File: src/rtl/loader_pkg.sv
// Shared types and constants for the boot-time program loader.
// Imported by the loader FSM and its word packer.
package loader_pkg;

  typedef enum logic [2:0] {
    IDLE,
    SIZE,
    SIZE_DONE,
    DATA,
    DATA_DONE
  } loader_state_t;

  localparam int SIZE_BYTES = 4;
  localparam int WORD_BYTES = 4;

endpackage

File: src/rtl/program_loader_word_packer.sv
// Packs received bytes little-endian into 32-bit words.
// Flags a finished word on lane 3 or on the last program byte.
module word_packer
  import loader_pkg::*;
(
  input  logic        clk,
  input  logic        reset_n,
  input  logic        clear,
  input  logic        push,
  input  logic        last,
  input  logic [7:0]  data,
  output logic        done,
  output logic [31:0] word
);

  logic [1:0]  lane;
  logic [31:0] acc;

  // Lane 0 starts a fresh word, so unfilled upper lanes read as zero
  always_comb begin
    word = (lane == 2'd0) ? 32'd0 : acc;
    word[{lane, 3'b000} +: 8] = data;
  end

  assign done = push &&
    ((lane == 2'(WORD_BYTES - 1)) || last);

  always_ff @(posedge clk or negedge reset_n) begin
    if (!reset_n) begin
      lane <= 2'd0;
      acc  <= 32'd0;
    end else if (clear) begin
      lane <= 2'd0;
      acc  <= 32'd0;
    end else if (push) begin
      acc  <= word;
      lane <= done ? 2'd0 : lane + 2'd1;
    end
  end

endmodule

File: src/rtl/program_loader.sv
// Boot loader: latches a 32-bit byte count from the UART, then
// streams program bytes into instruction memory as 32-bit words.
module program_loader
  import loader_pkg::*;
#(
  parameter int IMEM_ADDR_WIDTH = 15
) (
  input  logic                       clk,
  input  logic                       reset_n,
  input  logic                       receive_program_data_size,
  input  logic                       receive_program_data,
  input  logic                       rx_valid,
  input  logic [7:0]                 rx_data,
  output logic                       receive_program_data_size_finished,
  output logic                       receive_program_data_finished,
  output logic                       imem_we,
  output logic [IMEM_ADDR_WIDTH-1:0] imem_addr,
  output logic [31:0]                imem_wdata,
  output logic [31:0]                program_size
);

  loader_state_t state, state_next;

  logic [31:0] cnt;
  logic        cnt_clr;
  logic        size_take;
  logic        pk_clr;
  logic        pk_push;
  logic        pk_done;
  logic [31:0] pk_word;
  logic        last;
  logic        fits;

  assign last = (cnt == program_size - 32'd1);
  // Word index beyond memory depth: keep counting, drop the write
  assign fits = ((cnt >> (IMEM_ADDR_WIDTH + 2)) == 32'd0);

  assign receive_program_data_size_finished = (state == SIZE_DONE);
  assign receive_program_data_finished = (state == DATA_DONE);

  word_packer u_packer (
    .clk     (clk),
    .reset_n (reset_n),
    .clear   (pk_clr),
    .push    (pk_push),
    .last    (last),
    .data    (rx_data),
    .done    (pk_done),
    .word    (pk_word)
  );

  always_comb begin
    state_next = state;
    cnt_clr    = 1'b0;
    size_take  = 1'b0;
    pk_clr     = 1'b0;
    pk_push    = 1'b0;
    unique case (state)
      IDLE: begin
        if (receive_program_data_size) begin
          state_next = SIZE;
          cnt_clr    = 1'b1;
        end else if (receive_program_data) begin
          state_next = DATA;
          cnt_clr    = 1'b1;
          pk_clr     = 1'b1;
        end
      end
      SIZE: begin
        if (!receive_program_data_size) begin
          state_next = IDLE;
        end else if (rx_valid) begin
          size_take = 1'b1;
          if (cnt == 32'(SIZE_BYTES - 1))
            state_next = SIZE_DONE;
        end
      end
      SIZE_DONE: begin
        if (!receive_program_data_size)
          state_next = IDLE;
      end
      DATA: begin
        if (!receive_program_data) begin
          state_next = IDLE;
        end else if (program_size == 32'd0) begin
          state_next = DATA_DONE;
        end else if (rx_valid) begin
          pk_push = 1'b1;
          if (last)
            state_next = DATA_DONE;
        end
      end
      DATA_DONE: begin
        if (!receive_program_data)
          state_next = IDLE;
      end
      default: state_next = IDLE;
    endcase
  end

  always_ff @(posedge clk or negedge reset_n) begin
    if (!reset_n) begin
      state        <= IDLE;
      cnt          <= 32'd0;
      program_size <= 32'd0;
      imem_we      <= 1'b0;
      imem_addr    <= '0;
      imem_wdata   <= 32'd0;
    end else begin
      state   <= state_next;
      imem_we <= 1'b0;
      if (cnt_clr)
        cnt <= 32'd0;
      else if (size_take || pk_push)
        cnt <= cnt + 32'd1;
      if (size_take)
        program_size[{cnt[1:0], 3'b000} +: 8] <= rx_data;
      if (pk_done && fits) begin
        imem_we    <= 1'b1;
        imem_addr  <= cnt[IMEM_ADDR_WIDTH+1:2];
        imem_wdata <= pk_word;
      end
    end
  end

endmodule
File: config.mk
export PLATFORM = sky130hd
export DESIGN_NAME = program_loader
export DESIGN_NICKNAME = d
export VERILOG_FILES = /design/src/rtl/loader_pkg.sv /design/src/rtl/program_loader_word_packer.sv /design/src/rtl/program_loader.sv
export SDC_FILE = /design/constraint.sdc
export NUM_CORES = 1
export LEC_CHECK = 0
export ABC_AREA = 1
export CAP_MARGIN = 20
export CORE_ASPECT_RATIO = 0.7
export CORE_MARGIN = 5
export CORE_UTILIZATION = 55
export CTS_BUF_LIST = sky130_fd_sc_hd__clkbuf_4 sky130_fd_sc_hd__clkbuf_8 sky130_fd_sc_hd__clkbuf_16
export DETAILED_ROUTE_END_ITERATION = 10
export PLACE_DENSITY = 0.78
export SLEW_MARGIN = 20
export SYNTH_ARGS = -nofsm -noshare
export SYNTH_HDL_FRONTEND = slang
export SYNTH_HIERARCHICAL = 1
export SYNTH_SLANG_ARGS = --single-unit
File: constraint.sdc
create_clock -name clk -period 3.71 [get_ports clk]
set_input_delay 0.742 -clock clk [delete_from_list [all_inputs] [get_ports clk]]
set_output_delay 0.742 -clock clk [all_outputs]
set_load 0.005 [all_outputs]
Yosys cells after proc, flatten, opt, wreduce, memory -nomap -nowiden
Index checks and enable logic that the tools add are counted.
- input bits: 13
- register bits: 149
- eq/ne operators: 14
- reductions and logical operators: 11
- add/sub/neg operators: 5
- shift-type cells: 4
- mux-type cells: 34
- operators by type and width (operator ; count):
    2-to-1 mux 32 bit ; 5
    bitwise mux 32 bit ; 2
    zero test 32 bit ; 2
    variable shift 8 x 7 -> 32 bit, first input constant ; 2
    variable part select 8 x 7 -> 32 bit ; 2
    2-to-1 mux 3 bit ; 11
    adder 32 x 1 -> 32 bit, second input constant ; 1
    == test 32 x 2 -> 1 bit, second input constant ; 1
    == test 32 bit ; 1
    subtractor 32 x 1 -> 32 bit, second input constant ; 1
    one-hot mux 3 bit (5 select lines) ; 1
    negation 5 -> 7 bit ; 2
    2-to-1 mux 1 bit ; 12
    != test 3 bit, second input constant ; 3
    AND reduction 7 bit ; 1
    == test 3 x 2 -> 1 bit, second input constant ; 2
    2-to-1 mux 2 bit ; 3
    != test 2 bit, second input constant ; 2
    != test 4 x 3 -> 1 bit, second input constant ; 1
    != test 4 bit, second input constant ; 1
    nonzero test 2 bit ; 2
    == test 3 x 1 -> 1 bit, second input constant ; 1
    == test 3 bit, second input constant ; 1
    zero test 3 bit ; 1
    other kinds (5) ; 7

Longest topological paths before layout
- depth in word-level cells: 8
- mapped depth: 20
- depth with buffers taken out: 19

By module
Netlist, hierarchy kept.
- modules (own cells, without submodules) (module ; area an instance (sq um) ; cells an instance ; instances ; sequential area each (sq um)):
    program_loader ; 7011.7 ; 974 ; 1 ; 2877.8
    word_packer ; 1899.3 ; 264 ; 1 ; 850.8

Least setup slack after synthesis
No wires, ideal clock.
- path kind: register to register
- from: reg program_size[0]
- to: reg imem_wdata[10]
- buffers on the path: 1
- period minus slack after synthesis: 3.005 ns
- setup slack: 0.705 ns
- data arrival time: 2.940 ns
- setup time: 0.066 ns
- data required time: 3.644 ns
- cell stages (with the launch flop): 21
- cell sequence: dfrtp_1 -> inv_2 -> ha_1 -> nand3_4 -> nor2_1 -> nand3_1 -> nor3_1 -> nor2_1 -> a211oi_1 -> nand4_1 -> nor2_1 -> nand2_1 -> nor2_1 -> o21ai_0 -> inv_1 -> nor3b_1 -> nand3_1 -> clkinv_1 -> clkbuf_1 -> nand2_1 -> nand2_1
- RTL lines (what ; line ; text):
    start, declared ; program_loader.sv:19 ; output logic [31:0] program_size
    start signal, assigned by index ; program_loader.sv:117 ; program_size[{cnt[1:0], 3'b000} +: 8] <= rx_data;
    subtractor 32 x 1 -> 32 bit ; program_loader.sv:34 ; assign last = (cnt == program_size - 32'd1);
    == test 32 bit ; program_loader.sv:34 ;
    net last ; program_loader.sv:31 ; logic last;
    logical OR 1 bit ; program_loader_word_packer.sv:26 ; ((lane == 2'(WORD_BYTES - 1)) || last);
    logical AND 1 bit ; program_loader_word_packer.sv:25 ; assign done = push &&
    net pk_done ; program_loader.sv:29 ; logic pk_done;
    logical AND 1 bit ; program_loader.sv:118 ; if (pk_done && fits) begin
    end signal, assigned ; program_loader.sv:121 ; imem_wdata <= pk_word;
    end, declared ; program_loader.sv:18 ; output logic [31:0] imem_wdata,
The timed path passes the listed nets, and every way through them passes these cells.
A chain may end at the register's enable or synchronous reset.

Worst setup path after layout
- from: reg program_size[6]
- to: reg imem_addr[1]
- RTL lines (what ; line ; text):
    subtractor 32 x 1 -> 32 bit ; program_loader.sv:34 ;
    == test 32 bit ; program_loader.sv:34 ;
    net last ; program_loader.sv:31 ;
    logical OR 1 bit ; program_loader_word_packer.sv:26 ;
    logical AND 1 bit ; program_loader_word_packer.sv:25 ;
    net pk_done ; program_loader.sv:29 ;
    logical AND 1 bit ; program_loader.sv:118 ;
    end signal, assigned ; program_loader.sv:120 ; imem_addr <= cnt[IMEM_ADDR_WIDTH+1:2];
    end, declared ; program_loader.sv:17 ; output logic [IMEM_ADDR_WIDTH-1:0] imem_addr,
The timed path passes the listed nets, and every way through them passes these cells.

==> metrics.md <==
| Metric | Value |
|---|---|
| Warnings from Yosys | 6 |
| Tmin final | 3410 ps |
| Placed cells | 1513 |
| Via count | 8972 |
| Std-Cell Rows | 38 |
| HP Class | input port to asynchronous set/reset pin |
| Die Ht | 116 µm |
| Dominant synthesized flop cell | dfrtp_1 |
| Vias in the first global route | 8149 |
| Synth Instances | 1238 |
| Pleak | 5.39 nW |
| Post-synthesis mux area share | 0% |
| H-tree depth | 4 |
| Fraction of registers with async set/reset | 100% |
| Final Worst Setup Slack | 298 ps |
| Die area | 0.0189 mm² |
| Synth area leader | dfrtp_1 |
| Final net count | 1358 |
| Largest net degree at the start of global routing | 72 |
| Initial Utilization | 56.8% |
| Outcome | finished clean |
| Final setup fails | 0 |
| Initial antenna violation count | 0 |
| Number of synthesized register bits | 149 |
| Setup total negative slack | 0 ps |
| Starting DRT DRC Count | 1183 |
| Final Hold Viols | 0 |
| Slew Viols, Final | 0 |
| GRT Overall Usage | 32.0% |
| Netlist Area Pre-Place | 0.00891 mm² |
| Post-synth top cells | nand2_1, dfrtp_1, nor2_1, inv_1, nand3_1 |
| Post-synth cell types | 48 |
| Seq/Total Area, Yosys | 41.8% |
| Final Cycle Share | 92.0% |
| Worst r2r src | program_size[6] |
| I/O Buffers | 94 |
| Top cell type's share of synthesized area | 41.8% |
| DRC | 0 |
| WP data required | 4030 ps |
| Syn-to-layout area delta | 20.3% |
| Critical path buffer and inverter count | 2 |
| Router iterations before antenna repair | 6 |
| Synth Area in Compound Gates | 8.38% |
| CTS max path bufs | 2 |
| Total congestion overflow | 0 |
| First-pass GRT wire length | 45800 µm |
| CP Max Fanout | 61 |
| CTS clk-pin slew, worst paths | 70 ps |
| DR WL/cell | 19.1 µm |
| Dpl ws | 265 ps |
| Final cell count without fillers | 1546 |
| HPWL after DPL | 22300 µm |
| Routed WL | 29500 µm |
| Diode count | 0 |
| MaxCap Viol Count | 0 |
| Main combinational cell family by area after synthesis | simple AND/OR/NAND/NOR gates |
| CP max stage cell | dfrtp_1 |
| Clk_lat worst skew | 450 ps |
| Share of post-route cells with drive strength above 1 | 9.06% |
| Crit-path max cell delay | 490 ps |
| Crit-path cells | nor2_2 > nand2_1 > nor2_4 > nand2_4 > o21ai_2 > nand4_1 > nor4_2 > nand2_1 > nor2_1 > o21ai_0 > inv_1 > nor3b_2 > nand3_2 > buf_12 > nand2_1 > o21ai_0 |
| PnR Total Power | 6.38 mW |
| Cts bufs inserted | 17 |
| Area share of xor/xnor cells in the synthesized design | 3.93% |
| Slew @ Worst Pin | 792 ps |
| Core box area | 0.0157 mm² |
| Pwr/cell area | 595 mW/mm² |
| Simple-gate share of the synthesized area | 37.7% |
| Largest cells by area after synthesis | dfrtp_1, nand2_1, nand3_1 |
| Relative slew slack | 47.0% |
| WP data arrival | 3730 ps |
| Synthesized Nets | 1263 |
| Post-synth EDFFs | 0 |
| F_max | 0.293 GHz |
| Avg Cell Area, Syn | 7.20 µm² |
| Kind of critical path | flop to flop |
| CP Launch Point | program_size[6] |
| DR vias/cell | 5.80 |
| Post-Synth Adder-Cell Area | 1.68% |
| Critical Path Source Type | flop |
| Final ANT Viol Nets | 0 |
| Cell family with most CP delay | simple AND/OR/NAND/NOR gates |
| Worst Skew | 12.2 ps |
| Maximum VDD drop | 0.000295 V |
| Cell with the most instances after synthesis | nand2_1 |
| Num Clock Sinks | 149 |
| Routability cong. | 1.02 |
| Critical Path Sink Type | flop |
| IO Count | 95 |
| CP most frequent cell | nand2_1 |
| CTS root buffer | clkbuf_16 |
| TritonCTS clock tree | built |
| Die W | 162 µm |
==> state kept, by name (all words and copies together) (netlist names) <==
register / count
imem_addr: 15
imem_we: 1
imem_wdata: 32
cnt: 32
program_size: 32
state: 3
u_packer/acc: 32
u_packer/lane: 2
==> worst reg2reg max path, stage by stage, from the launching register on <==
cell and delay [ps]:
dfrtp_1 490, nor2_2 200, nand2_1 220, nor2_4 320
nand2_4 110, o21ai_2 180, nand4_1 130, nor4_2 410
nand2_1 100, nor2_1 80, o21ai_0 160, inv_1 90
nor3b_2 210, nand3_2 130, buf_12 240, nand2_1 120
o21ai_0 80
==> per-layer routing <==
layer	part of all wire (%)	wire (µm)	track usage (%)	vias to the layer above
met5	0	0	0	-
met4	1.9	569	9.30	0
met3	12	3420	8.08	42
met2	40	11700	43.0	472
met1	47	13800	50.3	4261
li1	-	-	-	4197
==> report_power, final <==
group	internal, mW	switching (mW)
Sequential	1.75	0.211
Clock	0.910	0.842
Combinational	0.794	1.88
Total	3.45	2.93
==> cell type report <==
| class | instances | area [µm²] |
|---|---|---|
| fillers | 1329 | 4970 |
| inverters | 115 | 434 |
| well taps | 200 | 250 |
| clock inverters | 15 | 178 |
| multi-input cells | 945 | 4640 |
| clock buffers | 17 | 425 |
| repair buffers | 105 | 1060 |
| flip-flops and latches | 149 | 3730 |
==> worst paths after layout <==
| check | to | slack, ps | cells after the start |
|---|---|---|---|
| max reg2reg | imem_addr[1] | 300 | 16 |
| max | imem_addr[1] | 300 | 16 |
| min reg2reg | imem_wdata[16] | 480 | 2 |
| min | imem_addr[9] | 300 | 1 |
| max in group asynchronous | imem_wdata[25] | 2600 | 2 |
| min in group clk | imem_wdata[16] | 480 | 2 |
==> repair_timing <==
item / 4_1_cts / 5_1_grt
hold buffers: 0 / 0
buffers inserted: 0 / 0
endpoints found under the setup margin: 0 / 48
gates resized for setup: 0 / 4
==> through the flow <==
stage	hold WS (ps)	utilization, %	instance area [µm²]
finish	298	68.3	10700
global route	361	68.3	10700
CTS	321	68.1	10700
detailed placement	465	64.3	10100
global placement	461	64.3	10100
floorplan	446	-	8910
==> cell families (layout without fill, tap and decap cells) <==
logic type      after synthesis  after routing
buf+inv                     145            252
xor+xnor                     40             40
fa+ha+maj                    12             12
flops                       149            149
compound gates              133            133
simple gates                759            760
==> cells in the final DEF (no fill, tap or decap), drive strengths merged <==
master and count:
nand2 457, dfrtp 149, nor2 126, inv 117
o21ai 98, clkdlybuf4s50 93, nand3 91, nand4 39
xor2 25, a21oi 25, nor3 21, clkbuf 17
xnor2 15, clkinv 13, ha 12, buf 12
nor4 11, nor3b 5, or2 5, nand3b 3
a211oi 2, a31oi 2, o2111a 1, nor4b 1
and3 1, o21a 1, o211a 1, a22oi 1
o22ai 1, o311ai 1
No activity file was read; power rests on OpenSTA's default activity.
